$ cat src/rtl/pcie_egress_pkg.sv
// Shared definitions for the PCIe egress arbiter: stream widths, port limit
// and the arbiter FSM state type.
package pcie_egress_pkg;

    localparam int AXIS_DATA_W = 64;
    localparam int AXIS_KEEP_W = 8;
    localparam int MAX_PORTS   = 4;

    typedef enum logic {
        IDLE   = 1'b0,
        LOCKED = 1'b1
    } arb_state_t;

endpackage

$ cat src/rtl/axis_reg_slice.sv
// Single-entry AXI-Stream register slice with ready pass-through: a load and
// a drain in the same cycle sustain one beat per cycle.
module axis_reg_slice #(
    parameter int DATA_W = 64
) (
    input  logic              clk,
    input  logic              rst,
    input  logic              s_valid,
    output logic              s_ready,
    input  logic [DATA_W-1:0] s_data,
    output logic              m_valid,
    output logic [DATA_W-1:0] m_data,
    input  logic              m_ready
);

    logic              m_valid_reg;
    logic [DATA_W-1:0] m_data_reg;

    // Room exists when empty, or when the current beat leaves this edge.
    assign s_ready = !m_valid_reg || m_ready;
    assign m_valid = m_valid_reg;
    assign m_data  = m_data_reg;

    always_ff @(posedge clk or posedge rst) begin
        if (rst) begin
            m_valid_reg <= 1'b0;
            m_data_reg  <= '0;
        end else if (s_ready) begin
            m_valid_reg <= s_valid;
            if (s_valid) begin
                m_data_reg <= s_data;
            end
        end
    end

endmodule

$ cat src/rtl/pcie_egress_arbiter.sv
// Packet-locked arbiter sharing the 64-bit PCIe egress stream between requesters.
// Define PCIE_EGRESS_ARB_STRICT_PRIO_EN for fixed priority; default is round-robin.
module pcie_egress_arbiter
    import pcie_egress_pkg::*;
#(
    parameter int NUM_PORTS = 2
) (
    input  logic                             ACLK,
    input  logic                             ARESET,
    input  logic [NUM_PORTS-1:0]             S_AXIS_TVALID,
    output logic [NUM_PORTS-1:0]             S_AXIS_TREADY,
    input  logic [AXIS_DATA_W*NUM_PORTS-1:0] S_AXIS_TDATA,
    input  logic [AXIS_KEEP_W*NUM_PORTS-1:0] S_AXIS_TKEEP,
    input  logic [NUM_PORTS-1:0]             S_AXIS_TLAST,
    output logic                             M_AXIS_TVALID,
    input  logic                             M_AXIS_TREADY,
    output logic [AXIS_DATA_W-1:0]           M_AXIS_TDATA,
    output logic [AXIS_KEEP_W-1:0]           M_AXIS_TKEEP,
    output logic                             M_AXIS_TLAST,
    output logic [NUM_PORTS-1:0]             GRANT,
    output logic                             BUSY
);

    localparam int PTR_W  = $clog2(NUM_PORTS);
    localparam int BEAT_W = AXIS_DATA_W + AXIS_KEEP_W + 1;

    generate
        if (NUM_PORTS < 2 || NUM_PORTS > MAX_PORTS) begin : g_bad_num_ports
            $error("pcie_egress_arbiter: NUM_PORTS must be in 2..4");
        end
    endgenerate

    arb_state_t           state_reg;
    logic [NUM_PORTS-1:0] grant_reg;
    logic [PTR_W-1:0]     grant_idx_reg;
    logic                 busy_reg;
    logic [PTR_W-1:0]     win_idx;
    logic [BEAT_W-1:0]    port_beat [NUM_PORTS];
    logic [BEAT_W-1:0]    sel_beat;
    logic [BEAT_W-1:0]    out_beat;
    logic                 slice_ready;
    logic                 beat_accept;

`ifdef PCIE_EGRESS_ARB_STRICT_PRIO_EN
    function automatic logic [PTR_W-1:0] pick_winner(input logic [NUM_PORTS-1:0] valid);
        logic [PTR_W-1:0] win;
        win = '0;
        // Scan downward so the lowest valid index is the last one written.
        for (int k = NUM_PORTS - 1; k >= 0; k--) begin
            if (valid[k]) begin
                win = PTR_W'(k);
            end
        end
        return win;
    endfunction

    assign win_idx = pick_winner(S_AXIS_TVALID);
`else
    logic [PTR_W-1:0] rr_ptr_reg;

    function automatic logic [PTR_W-1:0] pick_winner(input logic [NUM_PORTS-1:0] valid,
                                                     input logic [PTR_W-1:0]     ptr);
        logic [PTR_W-1:0] win;
        logic             found;
        int               idx;
        win   = '0;
        found = 1'b0;
        for (int k = 0; k < NUM_PORTS; k++) begin
            idx = int'(ptr) + k;
            if (idx >= NUM_PORTS) begin
                idx = idx - NUM_PORTS;
            end
            if (!found && valid[idx]) begin
                win   = PTR_W'(idx);
                found = 1'b1;
            end
        end
        return win;
    endfunction

    assign win_idx = pick_winner(S_AXIS_TVALID, rr_ptr_reg);
`endif

    // Grant is zero outside LOCKED, so gating ready by it also covers IDLE.
    genvar gi;
    generate
        for (gi = 0; gi < NUM_PORTS; gi++) begin : g_port
            assign port_beat[gi] = {S_AXIS_TLAST[gi],
                                    S_AXIS_TKEEP[gi*AXIS_KEEP_W +: AXIS_KEEP_W],
                                    S_AXIS_TDATA[gi*AXIS_DATA_W +: AXIS_DATA_W]};
            assign S_AXIS_TREADY[gi] = grant_reg[gi] & slice_ready;
        end
    endgenerate

    assign sel_beat    = port_beat[grant_idx_reg];
    assign beat_accept = |(S_AXIS_TVALID & S_AXIS_TREADY);

    axis_reg_slice #(
        .DATA_W (BEAT_W)
    ) u_out_slice (
        .clk     (ACLK),
        .rst     (ARESET),
        .s_valid (beat_accept),
        .s_ready (slice_ready),
        .s_data  (sel_beat),
        .m_valid (M_AXIS_TVALID),
        .m_data  (out_beat),
        .m_ready (M_AXIS_TREADY)
    );

    assign {M_AXIS_TLAST, M_AXIS_TKEEP, M_AXIS_TDATA} = out_beat;
    assign GRANT = grant_reg;
    assign BUSY  = busy_reg;

    always_ff @(posedge ACLK or posedge ARESET) begin
        if (ARESET) begin
            state_reg     <= IDLE;
            grant_reg     <= '0;
            grant_idx_reg <= '0;
            busy_reg      <= 1'b0;
`ifndef PCIE_EGRESS_ARB_STRICT_PRIO_EN
            rr_ptr_reg    <= '0;
`endif
        end else begin
            case (state_reg)
                IDLE: begin
                    if (|S_AXIS_TVALID) begin
                        state_reg     <= LOCKED;
                        grant_reg     <= NUM_PORTS'(1) << win_idx;
                        grant_idx_reg <= win_idx;
                        busy_reg      <= 1'b1;
                    end
                end
                LOCKED: begin
                    // Only the TLAST beat releases the lock; stalls just wait.
                    if (beat_accept && sel_beat[BEAT_W-1]) begin
                        state_reg <= IDLE;
                        grant_reg <= '0;
                        busy_reg  <= 1'b0;
`ifndef PCIE_EGRESS_ARB_STRICT_PRIO_EN
                        rr_ptr_reg <= (grant_idx_reg == PTR_W'(NUM_PORTS - 1)) ?
                                      '0 : grant_idx_reg + 1'b1;
`endif
                    end
                end
                default: begin
                    state_reg <= IDLE;
                    grant_reg <= '0;
                    busy_reg  <= 1'b0;
                end
            endcase
        end
    end

endmodule
$ cat config.mk
export PLATFORM = sky130hd
export DESIGN_NAME = pcie_egress_arbiter
export DESIGN_NICKNAME = d
export VERILOG_FILES = /design/src/rtl/pcie_egress_pkg.sv /design/src/rtl/axis_reg_slice.sv /design/src/rtl/pcie_egress_arbiter.sv
export SDC_FILE = /design/constraint.sdc
export NUM_CORES = 1
export LEC_CHECK = 0
export CAP_MARGIN = 40
export CORE_MARGIN = 2
export CORE_UTILIZATION = 30
export DETAILED_ROUTE_END_ITERATION = 12
export PLACE_DENSITY_LB_ADDON = 0.12
export SLEW_MARGIN = 30
export SYNTH_ARGS = -nofsm -noshare
export SYNTH_HDL_FRONTEND = slang
export SYNTH_SLANG_ARGS = --single-unit
$ cat constraint.sdc
create_clock -name ACLK -period 5.6 [get_ports ACLK]
set_input_delay 0.56 -clock ACLK [delete_from_list [all_inputs] [get_ports ACLK]]
set_output_delay 0.56 -clock ACLK [all_outputs]
set_load 0.005 [all_outputs]
==> qor.yml <==
cts_tree: "yes"
wl_per_cell_um: 15.8
synth.yosys.seq_area_share: 0.525
antenna_found_initial: 0
cp_slowest_cell: "nand2b_2"
netlist_instances: 351
gr-total-overflow: 0
antenna_cells: 0
rsz0062_at_grt: "no"
placed_area_mm2: 0.00616
crit_arrival_ns: 2.30
dpl.cell_count: 725
num_rows: 41
wl_um: 11700
outcome: "finished, final reports clean"
cp-startpoint: "M_AXIS_TREADY"
synth.cell_area_mm2: 0.00381
finalClockSkew_ns: 0.00524
gp_congestion: 0.739
crit_type: "input port to output pin"
vias: 3550
root_buffer: "clkbuf_16"
port_buffers: 229
cpMostUsedCell: "clkdlybuf4s50_1"
drt_pass1_iterations: 4
fin_nets: 716
clk_latency_ns: 0.33
die_w_um: 117
grt_pass1_wl_um: 17500
die-area_mm2: 0.0136
cts.sinks: 80
layout-drive-gt1-share: 0.0474
synth-seq-cells: 80
grt_pass1_vias: 3577
cp-end-kind: "output pin"
max_slew_margin: 0.475
cts_setup_buffers: 0
vdd_drop_max_uv: 159
fin_crit_sh: 0.510
syn-num-nets: 502
largest_reg_flops: 73
finalCriticalPeriod_ns: 2.86
postLayoutCellArea_mm2: 0.00649
fin_tns_setup_ns: 0
hold_buffers: 0
p_leak_nw: 2.63
yosysWarningCount: 0
pwr_density_cell_mw_per_mm2: 490
hp-class: "register to register"
drcViolationCount: 0
hold_violations: 0
numCtsBuffers: 9
worst_slew_pin_slew_ns: 0.787
rr_startpoint: "u_out_slice.m_valid"
grt_max_degree: 75
synthDistinctLibCells: 22
cap_violations: 0
via_per_inst: 4.78
grt_use_total: 0.167
dp_hpwl_um: 8320
place_ws_ns: 2.62
critPathMaxFanout: 37
crit_required_ns: 5.04
cts_resized: 0
cts.clk_slew.worst_paths_ns: 0.06
max_freq_mhz: 350
syn_area_per_cell_um2: 10.9
final_max_slew_viol_count: 0
p_total_mw: 3.18
final_cell_count_no_fill: 742
cts_buffer_depth: 2
die_height_um: 117
postLayoutCoreUtil: 0.519
path_cells: "clkdlybuf4s50_1 -> nand2b_2 -> and2_1 -> clkdlybuf4s50_1"
core_area_mm2: 0.0125
holdWs_ns: 0.502
critPathMaxStageDelay_ns: 0.56
ant_nets: 0
worst_slack_ns: 2.74
worst_hold_startpoint: "BUSY"
syn2layout_area_growth_pct: 70.2
drt_iter0_drc: 128
ios: 230
start_util: 0.305
ctsHtreeMaxLevel: 3
setup_viol: 0
worstSetupStartpointType: "input port"
Yosys cell counts:
cell type,number,share of area
nand2b_1,2,0.0033
o21ai_0,2,0.0026
a21oi_1,144,0.19
mux2_1,1,0.0030
o2bb2ai_1,1,0.0023
inv_1,3,0.0030
buf_6,8,0.024
a21bo_2,1,0.0026
o31a_1,1,0.0023
dfrtp_1,80,0.52
nand2_1,1,0.00098
buf_4,2,0.0039
and2_1,4,0.0066
a22o_1,1,0.0023
o21bai_1,1,0.0020
mux2_4,1,0.0039
a211oi_1,1,0.0020
mux2i_1,73,0.19
nand4_1,1,0.0016
a31o_1,1,0.0023
buf_2,15,0.020
clkbuf_1,7,0.0069
final cells by class:
class | count | area (um^2)
Fill cell | 1187 | 6030
Inverter | 3 | 12.5
Clock inverter | 3 | 40.0
Sequential cell | 80 | 2010
Clock buffer | 13 | 260
Multi-Input combinational cell | 236 | 1600
Tap cell | 172 | 215
Timing Repair Buffer | 235 | 2360
critical path: cells and delay by family:
| family | cells | cell delay, ns |
|---|---|---|
| buf+inv | 2 | 0.96 |
| simple gates | 2 | 0.78 |
power breakdown:
part           total (mW)  switching [mW]  leakage, nW  internal, mW
Sequential           1.05           0.192        0.881         0.863
Clock               0.584           0.215        0.150         0.368
Combinational        1.54           0.650         1.60         0.892
final timing paths:
check | endpoint | slack, ns | depth (start not counted)
max | S_AXIS_TREADY[0] | 2.74 | 4
min | BUSY | 0.50 | 1
max reg2reg | u_out_slice.m_data[72] | 3.34 | 4
min reg2reg | BUSY | 0.50 | 1
max in group asynchronous | grant_idx_reg | 3.91 | 3
min in group asynchronous | u_out_slice.m_data[43] | 0.61 | 2
layout by cell type, fill, tap and decap left out, types with 2 or more instances in the layout:
| cell | Yosys | layout |
|---|---|---|
| and2_1 | 4 | 3 |
| clkinv_2 | 0 | 3 |
| a21oi_1 | 144 | 144 |
| inv_1 | 3 | 2 |
| clkbuf_16 | 0 | 9 |
| clkbuf_8 | 0 | 2 |
| clkbuf_1 | 7 | 2 |
| clkdlybuf4s50_1 | 0 | 229 |
| buf_4 | 2 | 5 |
| dfrtp_1 | 80 | 79 |
| mux2i_1 | 73 | 73 |
| o21ai_0 | 2 | 2 |
logic make-up (layout without fill, tap and decap cells):
| family | Yosys count | in the layout | share of synthesized area |
|---|---|---|---|
| compound gates | 153 | 153 | 0.207 |
| simple gates | 8 | 8 | 0.0125 |
| buf+inv | 35 | 254 | 0.0571 |
| mux | 75 | 75 | 0.198 |
| flops | 80 | 80 | 0.525 |
layer usage:
layer  vias to the layer above  wire (um)  global-route usage
met5                         -          0                   0
met4                         0        174              0.0690
met3                        12       1390              0.0535
met2                       179       5470               0.275
met1                      1648       4690               0.202
li1                       1711          -                   -
(Power assumes the default switching activity.)
